**src/rtl/emu_axil_pkg.sv**
```systemverilog
// Shared constants and types for the emulator control AXI4-Lite bridge.
package emu_axil_pkg;

   localparam logic [1:0] RESP_OKAY   = 2'b00;
   localparam logic [1:0] RESP_SLVERR = 2'b10;
   localparam logic [3:0] STRB_FULL   = 4'hF;

   typedef enum logic [1:0] {
      ISSUE_NONE  = 2'd0,
      ISSUE_WRITE = 2'd1,
      ISSUE_READ  = 2'd2
   } issue_e;

endpackage

```
**src/rtl/emu_axil_hold_reg.sv**
```systemverilog
// One-entry valid/ready holding register; the consumer empties it with clear_i.
module emu_axil_hold_reg
   import emu_axil_pkg::*;
#(
   parameter int WIDTH = 32
) (
   input  logic             clk_i,
   input  logic             rst_i,
   input  logic             in_valid_i,
   output logic             in_ready_o,
   input  logic [WIDTH-1:0] in_data_i,
   input  logic             accept_en_i,
   input  logic             clear_i,
   output logic             full_o,
   output logic [WIDTH-1:0] data_o
);

   logic             full_q, full_d;
   logic [WIDTH-1:0] data_q, data_d;

   assign in_ready_o = ~full_q & accept_en_i;
   assign full_o     = full_q;
   assign data_o     = data_q;

   // Accept needs an empty entry and clear needs a full one, so they never coincide.
   always_comb begin
      full_d = full_q;
      data_d = data_q;
      if (in_valid_i && in_ready_o) begin
         full_d = 1'b1;
         data_d = in_data_i;
      end else if (clear_i) begin
         full_d = 1'b0;
      end
   end

   always_ff @(posedge clk_i) begin
      if (rst_i) full_q <= 1'b0;
      else       full_q <= full_d;
   end

   always_ff @(posedge clk_i) begin
      data_q <= data_d;
   end

endmodule

```
**src/rtl/emu_ctrl_axil_bridge.sv**
```systemverilog
// AXI4-Lite slave that serialises host reads/writes onto single-cycle control
// register-bus strobes and returns the AXI responses.
module emu_ctrl_axil_bridge
   import emu_axil_pkg::*;
#(
   parameter int CTRL_ADDR_WIDTH = 32
) (
   input  logic                       host_clk,
   input  logic                       host_rst,
   input  logic                       s_axil_awvalid,
   output logic                       s_axil_awready,
   input  logic [CTRL_ADDR_WIDTH-1:0] s_axil_awaddr,
   input  logic                       s_axil_wvalid,
   output logic                       s_axil_wready,
   input  logic [31:0]                s_axil_wdata,
   input  logic [3:0]                 s_axil_wstrb,
   output logic                       s_axil_bvalid,
   input  logic                       s_axil_bready,
   output logic [1:0]                 s_axil_bresp,
   input  logic                       s_axil_arvalid,
   output logic                       s_axil_arready,
   input  logic [CTRL_ADDR_WIDTH-1:0] s_axil_araddr,
   output logic                       s_axil_rvalid,
   input  logic                       s_axil_rready,
   output logic [31:0]                s_axil_rdata,
   output logic [1:0]                 s_axil_rresp,
   output logic                       ctrl_wen,
   output logic [CTRL_ADDR_WIDTH-1:0] ctrl_waddr,
   output logic [31:0]                ctrl_wdata,
   output logic                       ctrl_ren,
   output logic [CTRL_ADDR_WIDTH-1:0] ctrl_raddr,
   input  logic [31:0]                ctrl_rdata
);

   logic                       aw_full, w_full, ar_full;
   logic [CTRL_ADDR_WIDTH-1:0] aw_addr, ar_addr;
   logic [35:0]                w_entry;
   logic                       wr_elig, rd_elig;
   issue_e                     issue;

   logic        bvalid_q, bvalid_d;
   logic [1:0]  bresp_q, bresp_d;
   logic        rvalid_q, rvalid_d;
   logic [1:0]  rresp_q, rresp_d;
   logic [31:0] rdata_q, rdata_d;
   logic        last_wr_q, last_wr_d;

   emu_axil_hold_reg #(.WIDTH(CTRL_ADDR_WIDTH)) u_aw (
      .clk_i       (host_clk),
      .rst_i       (host_rst),
      .in_valid_i  (s_axil_awvalid),
      .in_ready_o  (s_axil_awready),
      .in_data_i   (s_axil_awaddr),
      .accept_en_i (~host_rst & ~bvalid_q),
      .clear_i     (issue == ISSUE_WRITE),
      .full_o      (aw_full),
      .data_o      (aw_addr)
   );

   emu_axil_hold_reg #(.WIDTH(36)) u_w (
      .clk_i       (host_clk),
      .rst_i       (host_rst),
      .in_valid_i  (s_axil_wvalid),
      .in_ready_o  (s_axil_wready),
      .in_data_i   ({s_axil_wstrb, s_axil_wdata}),
      .accept_en_i (~host_rst & ~bvalid_q),
      .clear_i     (issue == ISSUE_WRITE),
      .full_o      (w_full),
      .data_o      (w_entry)
   );

   emu_axil_hold_reg #(.WIDTH(CTRL_ADDR_WIDTH)) u_ar (
      .clk_i       (host_clk),
      .rst_i       (host_rst),
      .in_valid_i  (s_axil_arvalid),
      .in_ready_o  (s_axil_arready),
      .in_data_i   (s_axil_araddr),
      .accept_en_i (~host_rst & ~rvalid_q),
      .clear_i     (issue == ISSUE_READ),
      .full_o      (ar_full),
      .data_o      (ar_addr)
   );

   assign wr_elig = aw_full & w_full & ~bvalid_q;
   assign rd_elig = ar_full & ~rvalid_q;

   // On a tie the side that did not issue last wins; strobes are suppressed in reset.
   always_comb begin
      issue = ISSUE_NONE;
      if (!host_rst) begin
         if (wr_elig && (!rd_elig || !last_wr_q)) issue = ISSUE_WRITE;
         else if (rd_elig)                        issue = ISSUE_READ;
      end
   end

   assign ctrl_wen   = (issue == ISSUE_WRITE) && (w_entry[35:32] == STRB_FULL);
   assign ctrl_waddr = aw_addr;
   assign ctrl_wdata = w_entry[31:0];
   assign ctrl_ren   = (issue == ISSUE_READ);
   assign ctrl_raddr = ar_addr;

   always_comb begin
      bvalid_d  = bvalid_q;
      bresp_d   = bresp_q;
      rvalid_d  = rvalid_q;
      rresp_d   = rresp_q;
      rdata_d   = rdata_q;
      last_wr_d = last_wr_q;
      if (bvalid_q && s_axil_bready) bvalid_d = 1'b0;
      if (rvalid_q && s_axil_rready) rvalid_d = 1'b0;
      if (issue == ISSUE_WRITE) begin
         bvalid_d  = 1'b1;
         bresp_d   = (w_entry[35:32] == STRB_FULL) ? RESP_OKAY : RESP_SLVERR;
         last_wr_d = 1'b1;
      end else if (issue == ISSUE_READ) begin
         rvalid_d  = 1'b1;
         rresp_d   = RESP_OKAY;
         rdata_d   = ctrl_rdata;
         last_wr_d = 1'b0;
      end
   end

   always_ff @(posedge host_clk) begin
      if (host_rst) begin
         bvalid_q  <= 1'b0;
         bresp_q   <= RESP_OKAY;
         rvalid_q  <= 1'b0;
         rresp_q   <= RESP_OKAY;
         rdata_q   <= '0;
         last_wr_q <= 1'b1;
      end else begin
         bvalid_q  <= bvalid_d;
         bresp_q   <= bresp_d;
         rvalid_q  <= rvalid_d;
         rresp_q   <= rresp_d;
         rdata_q   <= rdata_d;
         last_wr_q <= last_wr_d;
      end
   end

   assign s_axil_bvalid = bvalid_q;
   assign s_axil_bresp  = bresp_q;
   assign s_axil_rvalid = rvalid_q;
   assign s_axil_rresp  = rresp_q;
   assign s_axil_rdata  = rdata_q;

endmodule

```
**config.mk**
```make
export PLATFORM = sky130hd
export DESIGN_NAME = emu_ctrl_axil_bridge
export DESIGN_NICKNAME = d
export VERILOG_FILES = /design/src/rtl/emu_axil_pkg.sv /design/src/rtl/emu_axil_hold_reg.sv /design/src/rtl/emu_ctrl_axil_bridge.sv
export SDC_FILE = /design/constraint.sdc
export NUM_CORES = 1
export LEC_CHECK = 0
export ABC_AREA = 1
export CORE_ASPECT_RATIO = 2
export CORE_UTILIZATION = 39
export CTS_CLUSTER_DIAMETER = 80
export CTS_CLUSTER_SIZE = 20
export DETAILED_ROUTE_END_ITERATION = 10
export MAX_ROUTING_LAYER = met4
export PLACE_DENSITY = 0.81
export SLEW_MARGIN = 20
export SYNTH_ARGS = -nofsm -noshare
export SYNTH_HDL_FRONTEND = slang
export SYNTH_SLANG_ARGS = --single-unit
export TNS_END_PERCENT = 10
```
**constraint.sdc**
```tcl
create_clock -name host_clk -period 2.52 [get_ports host_clk]
set_clock_uncertainty 0.2 [all_clocks]
set_input_delay 0.504 -clock host_clk [delete_from_list [all_inputs] [get_ports host_clk]]
set_output_delay 0.504 -clock host_clk [all_outputs]
set_load 0.02 [all_outputs]
```
==> summary.md <==
| Metric | Value |
|---|---|
| Startpoint types | input port |
| DR iter-0 viols | approximately 180 |
| Mux cell area share after synthesis | 0% |
| Clock-pin slew on the worst setup and hold paths | 0.06 ns |
| HP Class | flip-flop to flip-flop |
| Crit path to | s_axil_awready |
| Final worst slack | about 0.07 ns |
| Initial antenna violation count | 0 |
| CTS tree | built |
| Via-per-instance ratio | 4.524 |
| Post-Synthesis Cell Area | ~0.0050 mm2 |
| Area growth syn-to-layout | 65.54% |
| Syn_area_per_cell | 12.82 um2 |
| CP Max Fanout | 10 |
| Vias | 3,678 |
| CP required | ~1.8 ns |
| N_diodes | 0 |
| Compound-Gate Fraction of Synth Area | less than 1% |
| Count of hold-fix buffers inserted at cts | 0 |
| Sw Ratio | a little under a quarter |
| Clock Sinks | around 140 |
| Synth top area share | between 50% and 60% |
| Total Wirelength | 13.46 mm |
| DP Worst Slack | -0.1948 ns |
| Combinational Power Share | between 10% and 20% |
| Grt ovf | 0 |
| Height of the die | about 160 um |
| Placed wire-length estimate | 10.29 mm |
| Tot GR Track Use | about a fifth |
| Nets | 790 |
| Clock share of power | 42.9% |
| CP Data Arrival Time | between 1.5 and 2 ns |
| Critical Path Start | host_rst |
| CTS Buffer Depth | 2 |
| Initial Util | 39.99% |
| Largest family of logic cells by synthesized area | simple AND/OR/NAND/NOR gates |
| Largest area contributor in the netlist | edfxtp_1 |
| Max cap viols | 0 |
| # IOs | about 280 |
| Clock Latency Late Sink | approximately 0.4 ns |
| Status | finished clean |
| Fin Setup TNS | 0 ns |
| H-tree levels | 4 |
| Tot Pwr | between 6 and 7 mW |
| Die area | between 0.01 and 0.015 mm2 |
| Final Core Density | between 60% and 70% |
| RSZ-0062 raised after global routing | no |
| Switch Pwr | 1.424 mW |
| Synth Area in Adders | 0% |
| Internal | a little under 5 mW |
| R2R Setup Slk | approximately 0.85 ns |
| Share of cells above drive strength 1 | 8.145% |
| Largest cells by area after synthesis | edfxtp_1 (59%), dfxtp_1 (15%), nand2_1 (5.7%) |
| Post-DRT Antenna Nets | 0 |
| Reg2reg start | u_ar.full_o |
| First-pass GRT wire length | around 20 mm |
| DRT Pass-1 Iters | 4 |
| IO buf count | about 270 |
| VDD IR-drop max | approximately 0.50 mV |
| Largest net degree at the start of global routing | 37 |
| Post-synthesis cell type count | 22 |
| Final Cycle Share | 97.24% |
| Drc violations | 0 |
| Final Setup Violations | 0 |
| Critical path class | input port to output port |
| Number of global-route vias before repair | ~3.7k |
| Yosys reg bits | between 100 and 150 |
| Yosys warnings | 0 |
| Die width | 82.46 um |
| Leak | about 3.2 nW |
| Crit. End Element | output port |
| Power density cells | between 700 and 800 mW/mm2 |
| Post-synthesis xor/xnor area fraction | 0% |
| Post-synthesis cell count | roughly 390 |
| Filler cells | 928 |
| R2R cell count | 5 |
| Wire length per cell | between 15 and 20 um |
| F_max | between 400 and 500 MHz |
| Total CTS buffers | 17 |
| Seq/Total Area, Yosys | 74.93% |
| Final hold violation count | 0 |
| Core area | around 0.013 mm2 |
| Row count | 58 |
| Clock root buffer | clkbuf_16 |
| Reg power frac | a little over two fifths |
| Synth Area in Simple Gates | between 10 and 15% |
| Max Slew Vio Count | 0 |
| Worst flop-to-flop path endpoint | u_ar.data_o[23] |
| GPL Wtd Cong | 0.8497 |
| Fin crit period | 2.450 ns |
[cell type report]
type / instances / area [um2] / share of cell area (%)
Multi-Input combinational cell: 165 / 720.7 / 8.621
Sequential cell: 139 / 3784 / 45.26
Timing Repair Buffer: 286 / 2860 / 34.22
Clock inverter: 13 / 216.5 / 2.589
Tap cell: 150 / 187.7 / 2.245
Clock buffer: 18 / 429.2 / 5.134
Inverter: 42 / 161.4 / 1.931
[metal layers]
| layer | vias up | GRT usage [%] | part of all wire (%) |
|---|---|---|---|
| li1 | 1768 | - | - |
| met1 | 1673 | 20.97 | 34 |
| met2 | 195 | 35.99 | 54 |
| met3 | 42 | 5.658 | 7.6 |
| met4 | 0 | 12.44 | 4.6 |
| met5 | - | - | 0 |
[synth_stat cells, drive strengths merged]
library cell  instances
o31ai                 1
conb                  1
nand2                80
nand4                 1
edfxtp              100
nor2                 38
nand3                35
buf                  47
clkbuf                3
a21oi                 4
dfxtp                39
nor3                  3
inv                  42
[through the flow]
stage | std cells | hold WS, ns | cell area [um2]
2_1_floorplan | 396 | 0.2529 | 5061
3_3_place_gp | 782 | 0.2591 | 7724
3_5_place_dp | 782 | 0.2726 | 7724
4_1_cts | 813 | 0.2830 | 8363
5_1_grt | 813 | 0.3169 | 8359
6_report | 813 | 0.2794 | 8359
[worst min-delay path by stage]
stage,from,to,cells after the start
finish,u_aw.full_o,u_aw.full_o,2
global route,u_aw.full_o,u_aw.full_o,2
CTS,u_aw.full_o,u_aw.full_o,2
detailed placement,u_aw.full_o,u_aw.full_o,2
global placement,last_wr_q,last_wr_q,2
floorplan,u_w.full_o,u_w.full_o,2
[worst max-delay path: stages]
cell,delay (ns)
clkdlybuf4s50_1,0.39
buf_4,0.17
nor3_1,0.17
buf_4,0.14
dlygate4sd2_1,0.36
[kinds of logic after synthesis]
kind of cell,after synthesis
and+or+nand+nor,157
DFF,139
buffers and inverters,92
AOI/OAI and AO/OA,5
other,1
[flip-flops by register name, summed over array words and instances, names as in the netlist]
name and flops:
last_wr_q 1, s_axil_bresp 1, s_axil_bvalid 1, s_axil_rdata 32, s_axil_rvalid 1, u_ar.data_o 32
u_ar.full_o 1, u_aw.data_o 32, u_aw.full_o 1, u_w.data_o 36, u_w.full_o 1
[cell usage in the layout, fill, tap and decap left out, types with 4 or more instances in the layout]
| master | netlist | routed |
|---|---|---|
| nand3_2 | 4 | 4 |
| nand2_1 | 77 | 77 |
| inv_1 | 41 | 40 |
| nor2_1 | 36 | 36 |
| dlygate4sd2_1 | 0 | 4 |
| edfxtp_1 | 100 | 100 |
| bufinv_16 | 0 | 5 |
| a21oi_1 | 4 | 4 |
| clkinv_4 | 0 | 5 |
| clkbuf_16 | 0 | 17 |
| buf_4 | 38 | 9 |
| nand3_1 | 31 | 31 |
| clkdlybuf4s50_1 | 0 | 269 |
| dfxtp_1 | 39 | 39 |
[power by group through the flow]
stage / registers [mW] / clock network [mW] / logic (mW)
2_1_floorplan: 2.86 / 0 / 0.266
3_3_place_gp: 2.72 / 0 / 0.898
3_5_place_dp: 2.73 / 0 / 0.915
4_1_cts: 2.68 / 2.75 / 0.916
5_1_grt: 2.70 / 2.84 / 0.971
6_report: 2.68 / 2.69 / 0.906
[what timing repair did]
item	CTS	global route
setup endpoints to repair	5	1
buffers inserted	0	0
resized for setup	5	2
No activity file was read; power rests on OpenSTA's default activity.
